[src/rtl/conv_pkg.sv]
// Shared code definition for the rate-1/2, K=3 convolutional link (encoder and decoder).
package conv_pkg;

  typedef enum logic [1:0] {
    ST_IDLE,
    ST_ENC,
    ST_DONE
  } state_t;

  localparam int MAX_BITS    = 7;
  localparam int SIZE_OFFSET = 3;
  localparam int MAX_SIZE    = 4;

  localparam logic [2:0] DEF_G0 = 3'b111;
  localparam logic [2:0] DEF_G1 = 3'b101;

endpackage

[src/rtl/conv_step.sv]
// One trellis step: code pair for input bit u given register state (s1,s2); purely combinational.
// No state and no backpressure.
module conv_step #(
  parameter logic [2:0] G0 = 3'b111,
  parameter logic [2:0] G1 = 3'b101
) (
  input  logic u,
  input  logic s1,
  input  logic s2,
  output logic c0,
  output logic c1
);

  logic [2:0] taps;

  // Generator MSB taps the incoming bit, LSB the oldest register stage.
  assign taps = {u, s1, s2};
  assign c0   = ^(G0 & taps);
  assign c1   = ^(G1 & taps);

endmodule

[src/rtl/conv_encoder.sv]
// Rate-1/2 K=3 convolutional encoder; done pulses k cycles after the capture edge (0 for a bad size).
// No backpressure: enable, size and dstring are only sampled in IDLE.
module conv_encoder
  import conv_pkg::*;
#(
  parameter logic [2:0] G0 = DEF_G0,
  parameter logic [2:0] G1 = DEF_G1
) (
  input  logic                    clk,
  input  logic                    rst,
  input  logic                    enable,
  input  logic [2:0]              size,
  input  logic [MAX_BITS-1:0]     dstring,
  output logic [2*MAX_BITS-1:0]   rstring,
  output logic                    done,
  output logic                    busy,
  output logic                    err
);

  state_t              state;
  state_t              state_nxt;
  logic [MAX_BITS-1:0] data_q;
  logic [2:0]          k_q;
  logic [2:0]          bit_cnt;
  logic                s1;
  logic                s2;
  logic                c0;
  logic                c1;
  logic                size_ok;
  logic                last_bit;
  logic [2:0]          shamt;

  assign size_ok  = (size <= 3'(MAX_SIZE));
  assign last_bit = (bit_cnt == (k_q - 3'd1));
  // Left-align the k used bits so the next bit to encode is always data_q MSB.
  assign shamt    = 3'(MAX_SIZE) - size;

  conv_step #(
    .G0 (G0),
    .G1 (G1)
  ) u_step (
    .u  (data_q[MAX_BITS-1]),
    .s1 (s1),
    .s2 (s2),
    .c0 (c0),
    .c1 (c1)
  );

  always_ff @(posedge clk) begin
    if (rst) begin
      state <= ST_IDLE;
    end else begin
      state <= state_nxt;
    end
  end

  always_comb begin
    state_nxt = state;
    done      = 1'b0;
    busy      = 1'b0;
    case (state)
      ST_IDLE: begin
        if (enable) begin
          state_nxt = size_ok ? ST_ENC : ST_DONE;
        end
      end
      ST_ENC: begin
        busy = 1'b1;
        if (last_bit) begin
          state_nxt = ST_DONE;
        end
      end
      ST_DONE: begin
        busy      = 1'b1;
        done      = 1'b1;
        state_nxt = ST_IDLE;
      end
      default: state_nxt = ST_IDLE;
    endcase
  end

  always_ff @(posedge clk) begin
    if (rst) begin
      data_q  <= '0;
      k_q     <= '0;
      bit_cnt <= '0;
      s1      <= 1'b0;
      s2      <= 1'b0;
      rstring <= '0;
      err     <= 1'b0;
    end else begin
      case (state)
        ST_IDLE: begin
          if (enable) begin
            data_q  <= size_ok ? (dstring << shamt) : '0;
            k_q     <= size + 3'(SIZE_OFFSET);
            bit_cnt <= '0;
            s1      <= 1'b0;
            s2      <= 1'b0;
            rstring <= '0;
            err     <= ~size_ok;
          end
        end
        ST_ENC: begin
          // Pairs shift up from the bottom, so after k steps pair 0 sits at bits 2k-1:2k-2.
          rstring <= {rstring[2*MAX_BITS-3:0], c0, c1};
          data_q  <= data_q << 1;
          s2      <= s1;
          s1      <= data_q[MAX_BITS-1];
          bit_cnt <= bit_cnt + 3'd1;
        end
        default: ;
      endcase
    end
  end

endmodule

[config.mk]
export PLATFORM = sky130hd
export DESIGN_NAME = conv_encoder
export DESIGN_NICKNAME = d
export VERILOG_FILES = /design/src/rtl/conv_pkg.sv /design/src/rtl/conv_step.sv /design/src/rtl/conv_encoder.sv
export SDC_FILE = /design/constraint.sdc
export NUM_CORES = 1
export LEC_CHECK = 0
export ABC_AREA = 1
export CAP_MARGIN = 20
export CORE_UTILIZATION = 55
export DETAILED_ROUTE_END_ITERATION = 7
export PLACE_DENSITY = 0.92
export SLEW_MARGIN = 20
export SYNTH_ARGS = -nofsm -noshare
export SYNTH_HDL_FRONTEND = slang
export SYNTH_SLANG_ARGS = --single-unit
[constraint.sdc]
create_clock -name clk -period 2.4 [get_ports clk]
set_input_delay 0.48 -clock clk [delete_from_list [all_inputs] [get_ports clk]]
set_output_delay 0.48 -clock clk [all_outputs]
set_load 0.1 [all_outputs]
==> results_dict.tcl <==
set metrics [dict create \
    via_count 1554 \
    routed_wirelength_um 3245 \
    grt_util_met3_pct 4.839 \
    status "finished clean" \
    cts_buffers 5 \
    hpwl_um 2316 \
    crit_buf_inv 2 \
    post_drt_wl_per_cell_um 10.96 \
    grt.busiest_layer "met2" \
    drt-vias-per-instance 5.250 \
    period_share_pct 76.01 \
    dr.pass1.iters 4 \
    total_power_mw 1.193 \
    crit_family "flip-flops" \
    powerDensity_nw_per_um2 612.6 \
    dpl.cell_count 288 \
    gr-total-overflow 0 \
    finalSetupTns_ns 0 \
    initial_core_util_pct 58.57 \
    hold_viol 0 \
    slew_violations 0 \
    cts_resized 0 \
    min_path_type "reg2reg" \
    grtUsageMet1_pct 26.92 \
    synth-seq-cells 32 \
    max_freq_ghz 0.5482 \
    grt_max_degree 25 \
    crit_chain "inv_1, ha_1, buf_4" \
    insertedDiodeCount 0 \
    crit_slowest_cell "dfxtp_1" \
    die_w_um 56.43 \
    port_buffers 29 \
    place_ws_ns 0.2547 \
    ys_warn_count 0 \
    critPathMaxFanout 3 \
    worstSetupPathType "reg2out" \
    io_pins 30 \
    cts.clk_slew.worst_paths_ns 0.10 \
    worst_clock_skew_ns 0.006677 \
    critPathRequiredTime_ns 1.92 \
    ff2ff_setup_slack_ns 0.68 \
    dr.first_iter.drc_count 96 \
    crit_arrival_ns 1.34 \
    place.gp.congestion 0.9680 \
    irDropWorstVdd_uv 539.0 \
    timing.hold.ws_ns 0.4692 \
    cp-end-kind "output pin" \
    ant_nets 0 \
    dieArea_um2 3184 \
    grt_pass1_wl_um 5499 \
    final_cells 296 \
    clk_path_buf_depth 2 \
    avgSynthCellArea_um2 7.022 \
    rsz0062_at_grt "no" \
    leakage_nw 0.8532 \
    cts-root-buf "clkbuf_4" \
    fin_crit_ns 1.824 \
    setup_viol 0 \
    cts_hold_buf 0 \
    cts_num_sinks 32 \
    seq_area_frac_synth_pct 39.32 \
    crit_path_max_incr_delay_ns 0.36 \
    setup_slack_ns 0.5758 \
    syn_inst 232 \
    antenna_found_initial 0 \
    drive_gt1_share_pct 13.96 \
    syn2layout_area_growth_pct 19.59 \
    netlist-cell-type-count 24 \
    track_usage_pct 21.76 \
    worst_slew_pin_slew_ns 0.3987 \
    cap_violations 0 \
    use_met2_pct 36.13 \
    syn-cell-area_um2 1629 \
    drc_errors 0 \
    startpoint_type "register" \
    dpl_cell_area_um2 1889 \
    dieHeight_um 56.43 \
    cts_setup_buffers 0 \
    fin_area_um2 1948 \
    grt_pass1_vias 1354 \
    fin_util_pct 70.04 \
    syn_nets 253 \
    tritoncts "yes" \
    rows 19 \
    fin_nets 285 \
    clk_latency_ns 0.33 \
    core_um2 2781 \
    htree_levels 2 \
    slew-limit-headroom_pct 73.42 \
]
-- synthesized netlist by cell type (all sizes together) --
master  number  area share, %
nand2       74             17
a21oi       38             12
dfxtp       32             39
inv         24            5.7
o21ai       20            7.1
nand3       10            3.1
nor2        10            2.5
ha           8            6.1
buf          5            2.8
clkbuf       3           0.69
xor2         3            1.6
a211oi       1           0.46
and2         1           0.38
clkinv       1           0.23
nand4        1           0.38
or2          1           0.38
-- final timing paths --
check                            from                        to  cells past startpoint
max             state[0]$_SDFFE_PP0P_                      busy                      3
min          rstring[13]$_SDFFE_PP0P_  rstring[13]$_SDFFE_PP0P_                      2
max reg2reg     state[1]$_SDFFE_PP0P_    data_q[3]$_SDFFE_PP0P_                      7
min reg2reg  rstring[13]$_SDFFE_PP0P_  rstring[13]$_SDFFE_PP0P_                      2
-- tightest hold or removal path, cell delays in order, from the launching register on --
cell and delay (ns):
dfxtp_1 0.32, nand2_1 0.06, a21oi_1 0.05
-- metal layers --
layer,routed length (um),share of wire [%],vias to the layer above
met1,1477,46,708
met2,1584,49,26
met5,0,0,-
met3,122,3.8,8
li1,-,-,812
met4,61,1.9,0
-- sequential cells by signal, summed over array words and instances (netlist names) --
name	flops
err	1
s2	1
bit_cnt	3
data_q	7
rstring	14
s1	1
k_q	3
state	2
-- area by class of cell --
type,instances,area (um^2)
flip-flops and latches,32,640.6
clock buffers,8,58.81
repair buffers,33,277.8
fillers,238,833.3
multi-input cells,167,835.8
well taps,31,38.79
inverters,25,96.34
-- where the power goes --
| group | switching (mW) | internal (mW) |
|---|---|---|
| combinational | 0.204 | 0.0972 |
| sequential | 0.0160 | 0.557 |
| clock | 0.175 | 0.144 |
| total | 0.395 | 0.799 |
-- kinds of logic after synthesis --
family / count (synthesis) / share of synthesized area [%]
simple gates: 97 / 23.89
compound gates: 59 / 19.66
buf+inv: 33 / 9.370
flops: 32 / 39.32
fa+ha+maj: 8 / 6.145
xor+xnor: 3 / 1.613
-- placed cells by master, fill, tap and decap left out, types with 3 or more instances in the layout --
cell type,count
o21ai_0,18
ha_1,8
dfxtp_1,32
nor2_1,9
xor2_1,3
nand3_1,10
a21oi_1,36
nand2_1,73
buf_4,21
clkbuf_4,5
clkdlybuf4s50_1,12
inv_1,21
(Power assumes the default switching activity.)
